<file path="src/rtl/morse_input_scheduler.sv">
// morse_input_scheduler
//   Front-end key scheduler for the Morse translator datapath. Each of the
//   six raw keys is synchronised (2 flops), debounced, edge-detected and
//   latched into a one-deep pending bit. A fixed-priority arbiter grants one
//   pending key at a time and the FSM drives a clean PULSE_CYCLES-wide
//   one-hot pulse followed by a GAP_CYCLES quiet gap, so the slow (divide-by-10)
//   consumer can sample every event.
//
//   Optional feature: define MORSE_EVENT_COUNT_EN to build a 16-bit wrapping
//   counter of granted events on event_count; otherwise event_count is 0.
//
// Ports
//   clk                    system clock
//   Reset_n                asynchronous active-low reset
//   Dot_in .. Enter_in     raw asynchronous key levels (1 = pressed)
//   Dot .. Enter           scheduled one-hot pulses (at most one high)
//   busy                   FSM is in ISSUE or GAP
//   overrun                1-cycle pulse when a key edge is dropped
//   event_count            granted-event count (0 when feature disabled)
module morse_input_scheduler #(
  parameter int DEBOUNCE_CYCLES = 16,
  parameter int PULSE_CYCLES    = 10,
  parameter int GAP_CYCLES      = 10
) (
  input  logic        clk,
  input  logic        Reset_n,
  input  logic        Dot_in,
  input  logic        Dash_in,
  input  logic        Space_in,
  input  logic        EndSeq_in,
  input  logic        Clear_in,
  input  logic        Enter_in,
  output logic        Dot,
  output logic        Dash,
  output logic        Space,
  output logic        EndSeq,
  output logic        Clear,
  output logic        Enter,
  output logic        busy,
  output logic        overrun,
  output logic [15:0] event_count
);

  localparam int NK      = 6;
  localparam int K_DOT   = 0;
  localparam int K_DASH  = 1;
  localparam int K_SPACE = 2;
  localparam int K_ENDSQ = 3;
  localparam int K_CLEAR = 4;
  localparam int K_ENTER = 5;

  localparam int CW   = $clog2(DEBOUNCE_CYCLES + 1);
  localparam int TMAX = (PULSE_CYCLES > GAP_CYCLES) ? PULSE_CYCLES : GAP_CYCLES;
  localparam int TW   = $clog2(TMAX + 1);

  // Counter value on the last mismatching cycle before the level flips.
  localparam logic [CW-1:0] DEB_LAST = CW'(DEBOUNCE_CYCLES - 1);

  typedef enum logic [1:0] {
    S_IDLE  = 2'd0,
    S_ISSUE = 2'd1,
    S_GAP   = 2'd2
  } state_t;

  logic [NK-1:0] keys_raw;
  logic [NK-1:0] sync1_q, sync2_q;
  logic [NK-1:0] deb_q, deb_prev_q;
  logic [CW-1:0] cnt_q [NK];
  logic [NK-1:0] pend_q, pend_d;
  logic [NK-1:0] rise;
  logic [NK-1:0] grant;
  logic [NK-1:0] clr_mask;
  logic          take;
  logic          overrun_q, overrun_d;

  state_t        state_q;
  logic [TW-1:0] timer_q;
  logic [NK-1:0] sel_q;
  logic [NK-1:0] out_q;

  assign keys_raw = {Enter_in, Clear_in, EndSeq_in, Space_in, Dash_in, Dot_in};

  // ---- synchroniser stage ----
  always_ff @(posedge clk or negedge Reset_n) begin
    if (!Reset_n) begin
      sync1_q <= '0;
      sync2_q <= '0;
    end else begin
      sync1_q <= keys_raw;
      sync2_q <= sync1_q;
    end
  end

  // ---- debounce stage ----
  always_ff @(posedge clk or negedge Reset_n) begin
    if (!Reset_n) begin
      deb_q      <= '0;
      deb_prev_q <= '0;
      for (int i = 0; i < NK; i++) cnt_q[i] <= '0;
    end else begin
      deb_prev_q <= deb_q;
      for (int i = 0; i < NK; i++) begin
        if (sync2_q[i] == deb_q[i]) begin
          cnt_q[i] <= '0;
        end else if (cnt_q[i] == DEB_LAST) begin
          deb_q[i] <= ~deb_q[i];
          cnt_q[i] <= '0;
        end else begin
          cnt_q[i] <= cnt_q[i] + 1'b1;
        end
      end
    end
  end

  // ---- edge detect, arbitration and pending stage ----
  assign rise = deb_q & ~deb_prev_q;

  always_comb begin
    grant = '0;
    if (state_q == S_IDLE) begin
      if      (pend_q[K_CLEAR]) grant[K_CLEAR] = 1'b1;
      else if (pend_q[K_ENTER]) grant[K_ENTER] = 1'b1;
      else if (pend_q[K_ENDSQ]) grant[K_ENDSQ] = 1'b1;
      else if (pend_q[K_SPACE]) grant[K_SPACE] = 1'b1;
      else if (pend_q[K_DASH])  grant[K_DASH]  = 1'b1;
      else if (pend_q[K_DOT])   grant[K_DOT]   = 1'b1;
    end
  end

  assign take = |grant;

  // A Clear grant discards everything else that was waiting.
  assign clr_mask = grant[K_CLEAR] ? {NK{1'b1}} : grant;

  // New edges land after the grant/flush, so a key re-pressed while being
  // served (or while being flushed) is simply pending again, not an overrun.
  assign pend_d    = (pend_q & ~clr_mask) | rise;
  assign overrun_d = |(rise & pend_q & ~clr_mask);

  always_ff @(posedge clk or negedge Reset_n) begin
    if (!Reset_n) begin
      pend_q    <= '0;
      overrun_q <= 1'b0;
    end else begin
      pend_q    <= pend_d;
      overrun_q <= overrun_d;
    end
  end

  // ---- pulse FSM stage ----
  // The output register lags the state by one cycle: ISSUE lasts exactly
  // PULSE_CYCLES cycles and the pulse covers the same count one cycle later.
  always_ff @(posedge clk or negedge Reset_n) begin
    if (!Reset_n) begin
      state_q <= S_IDLE;
      timer_q <= '0;
      sel_q   <= '0;
      out_q   <= '0;
    end else begin
      case (state_q)
        S_IDLE: begin
          out_q <= '0;
          if (take) begin
            sel_q   <= grant;
            timer_q <= TW'(PULSE_CYCLES);
            state_q <= S_ISSUE;
          end
        end
        S_ISSUE: begin
          out_q <= sel_q;
          if (timer_q == TW'(1)) begin
            timer_q <= TW'(GAP_CYCLES);
            state_q <= S_GAP;
          end else begin
            timer_q <= timer_q - 1'b1;
          end
        end
        S_GAP: begin
          out_q <= '0;
          if (timer_q == TW'(1)) begin
            state_q <= S_IDLE;
          end else begin
            timer_q <= timer_q - 1'b1;
          end
        end
        default: begin
          out_q   <= '0;
          state_q <= S_IDLE;
        end
      endcase
    end
  end

  assign Dot     = out_q[K_DOT];
  assign Dash    = out_q[K_DASH];
  assign Space   = out_q[K_SPACE];
  assign EndSeq  = out_q[K_ENDSQ];
  assign Clear   = out_q[K_CLEAR];
  assign Enter   = out_q[K_ENTER];
  assign busy    = (state_q != S_IDLE);
  assign overrun = overrun_q;

  // ---- optional event counter ----
`ifdef MORSE_EVENT_COUNT_EN
  logic [15:0] event_cnt_q;

  always_ff @(posedge clk or negedge Reset_n) begin
    if (!Reset_n) begin
      event_cnt_q <= 16'h0000;
    end else if (take) begin
      event_cnt_q <= event_cnt_q + 16'd1;
    end
  end

  assign event_count = event_cnt_q;
`else
  assign event_count = 16'h0000;
`endif

endmodule

</file>
<file path="config.mk">
export PLATFORM = sky130hd
export DESIGN_NAME = morse_input_scheduler
export DESIGN_NICKNAME = d
export VERILOG_FILES = /design/src/rtl/morse_input_scheduler.sv
export SDC_FILE = /design/constraint.sdc
export NUM_CORES = 1
export LEC_CHECK = 0
export BUFFER_PORTS_ARGS = -buffer_cell sky130_fd_sc_hd__buf_4
export CORE_UTILIZATION = 45
export DETAILED_ROUTE_END_ITERATION = 6
export GPL_TIMING_DRIVEN = 0
export PLACE_DENSITY = 0.7
export SETUP_SLACK_MARGIN = 0.5
export SYNTH_ARGS = -nofsm -noshare
export SYNTH_HDL_FRONTEND = slang
export SYNTH_SLANG_ARGS = --single-unit
</file>
<file path="constraint.sdc">
create_clock -name clk -period 4.8 [get_ports clk]
set_input_delay 0.72 -clock clk [delete_from_list [all_inputs] [get_ports clk]]
set_output_delay 0.72 -clock clk [all_outputs]
set_load 0.01 [all_outputs]
</file>
==> flow_summary.json <==
{
  "grt_max_degree": 80,
  "synth-compound-area-share_pct": 8.91,
  "slowest_delay_ns": 0.40,
  "netlist_top_cells_area": "dfrtp_1 (61%), xor2_1 (4.9%), ha_1 (4.2%)",
  "cts-root-buf": "clkbuf_8",
  "yosys.area_share.xor_xnor_pct": 4.86,
  "leakage_uw": 0.00192,
  "cp.arrival_ns": 1.32,
  "synthCells": 279,
  "vias_per_cell": 4.72,
  "preCtsSetupSlack_ns": 2.93,
  "synth_area_um2": 3240,
  "path_max_fanout": 5,
  "synthFlopType": "dfrtp_1",
  "area.sequential_um2": 1980,
  "ys_top_cells_by_count": "dfrtp_1 (79), nor2_1 (27), o21ai_0 (22), xor2_1 (18), inv_1 (17)",
  "wirelength_mm": 4.57,
  "fin_area_um2": 3710,
  "status": "finished, final reports clean",
  "drc": 0,
  "gp_congestion": 0.788,
  "async_flop_share_pct": 100,
  "antenna_found_initial": 0,
  "cts_hold_buf": 0,
  "worst_setup_path_end_kind": "output pin",
  "finalNonFillerCells": 421,
  "synth_top_area_cell": "dfrtp_1",
  "ir_drop_mv": 0.166,
  "ctsHtreeMaxLevel": 3,
  "multiInputGateArea_um2": 1140,
  "die_h_um": 86.9,
  "ioPinCount": 32,
  "cts.path.max_buffers": 2,
  "wl_per_cell_um": 10.9,
  "vias": 1986,
  "nNetsFinal": 339,
  "die_w_um": 86.9,
  "clkSinkCount": 79,
  "clock.fmax_mhz": 489,
  "area_growth_pct": 14.3,
  "ys_warn_count": 0,
  "setup_tns_ns": 0,
  "synth.most_common_cell": "dfrtp_1",
  "synth-seq-area-share_pct": 60.9,
  "avgSynthCellArea_um2": 11.6,
  "grt_usage_pct": 14.5,
  "post-route-worst-setup-slack_ns": 2.76,
  "grt_overflow": 0,
  "hold_ws_ns": 0.350,
  "post_cts_buffers": 0,
  "clock_latency_ns": 0.34,
  "cts_tree": "yes",
  "dieArea_um2": 7550,
  "crit_slowest_cell": "dfrtp_1",
  "numCtsBuffers": 9,
  "setup_viol": 0,
  "core_um2": 6870,
  "dr.pass1.iters": 4,
  "rsz0062_at_grt": "no",
  "hp-class": "flop to flop",
  "hpwl_mm": 3.14,
  "finalMaxSlewViolations": 0,
  "pwr_density_cell_nw_per_um2": 343,
  "synth_top_family_by_area": "simple AND/OR/NAND/NOR gates",
  "nFillCells": 592,
  "drive_gt1_share_pct": 15.7,
  "tightest_slew_ns": 0.939,
  "period_share_pct": 42.6,
  "max_cap_viol_count": 0,
  "drt_iter0_drc": 91,
  "n_antenna_cell": 0,
  "grt_pass1_wl_mm": 8.21,
  "hold_violations": 0,
  "startpoint_type": "flop",
  "row_count": 30,
  "fin_skew_ns": 0.00503,
  "clk_pin_slew_worst_paths_ns": 0.07,
  "io_buffers": 15,
  "grt_pass1_vias": 1881,
  "critPathMostFrequentCell": "inv_1",
  "cp_data_required_time_ns": 4.08,
  "initial_core_util_pct": 47.2,
  "max_slew_margin_pct": 37.4,
  "ant_nets": 0,
  "synth_edf_count": 0,
  "synth_simple_gate_area_share_pct": 14.4,
  "cts_resized": 0,
  "dp.cells": 405,
  "synthMuxAreaShare_pct": 0.771,
  "synth_fa_ha_area_share_pct": 4.24,
  "yosysTopAreaCellShare_pct": 60.9,
  "place_area_um2": 3530,
  "synth_seq_cells": 79,
  "final.min_clock_period_ns": 2.04,
  "synth_cell_types": 41,
  "cp_cell_sequence": "inv_1 > ha_1 > inv_1 > buf_4",
  "crit_type": "flop to output pin"
}
final timing paths:
check	cells after the start	slack (ns)	to	startpoint
worst max-delay path	4	2.76	busy	state_q[0]$_DFFE_PN0P_
worst min-delay path	0	0.35	sync2_q[5]$_DFF_PN0_	sync1_q[5]$_DFF_PN0_
worst max register to register	6	2.92	timer_q[1]$_DFFE_PN0P_	state_q[0]$_DFFE_PN0P_
worst min register to register	0	0.35	sync2_q[5]$_DFF_PN0_	sync1_q[5]$_DFF_PN0_
max in group asynchronous	1	3.69	sel_q[0]$_DFFE_PN0P_	Reset_n
min in group asynchronous	1	0.53	cnt_q[10]$_DFF_PN0_	Reset_n
layer usage:
layer	GRT usage (%)	share of wire (%)	up-vias
li1	-	-	993
met1	17.9	48	941
met2	22.4	46	39
met3	4.64	4.1	13
met4	8.48	2.7	0
met5	0	0	-
cells by family after synthesis:
kind of cell               Yosys count
and+or+nand+nor                     88
muxes                                2
other                                1
DFF                                 79
AOI/OAI and AO/OA                   46
adders and majority gates           11
buffers and inverters               34
xor gates and xnor gates            18
sequential cells by signal (all words and copies together), names as in the netlist:
register,cells
sync1_q,6
overrun,1
deb_prev_q,6
state_q,2
sync2_q,6
cnt_q,30
sel_q,6
out_q,6
timer_q,4
pend_q,6
deb_q,6
critical path, delay by kind of cell, from the launching register on:
| family | cells | cell delay, ns |
|---|---|---|
| adder cells (fa/ha/maj) | 1 | 0.22 |
| flip-flops | 1 | 0.40 |
| buffers and inverters | 3 | 0.35 |
cells in the final DEF (no fill, tap or decap), types with 2 or more instances in the layout:
cell / instances
a22o_1: 3
o22ai_1: 2
nand2_1: 12
a32o_1: 3
xor2_1: 18
nand3_1: 13
o21ai_0: 22
and2_1: 14
conb_1: 16
buf_4: 31
clkbuf_1: 3
o311ai_0: 2
a21oi_1: 5
and3_1: 6
dfrtp_1: 79
clkinv_2: 2
nor2_1: 27
inv_1: 17
o211ai_1: 2
nand3b_1: 2
clkbuf_8: 11
ha_1: 11
nand2b_1: 3
where the power goes:
group / leakage, µW / total [µW] / switching, µW / internal, µW
logic: 0.000773 / 123 / 68.5 / 54.2
registers: 0.00106 / 712 / 18.9 / 693
clock network: 0.0000894 / 437 / 222 / 215
total: 0.00192 / 1270 / 310 / 962
stage by stage:
stage	util (%)	power (µW)
after floorplan	-	810
after global placement	51.4	846
after detailed placement	51.4	849
after CTS	54.0	1290
after global routing	54.0	1340
final	54.0	1270
layout make-up:
cell class / count / share of cell area (%)
Buffer: 17 / 3.34
Sequential cell: 79 / 53.3
Tap cell: 96 / 3.24
Multi-Input combinational cell: 181 / 30.6
Inverter: 17 / 1.72
Clock inverter: 3 / 0.472
Timing Repair Buffer: 15 / 3.04
Clock buffer: 13 / 4.28
No activity file was read; power rests on OpenSTA's default activity.
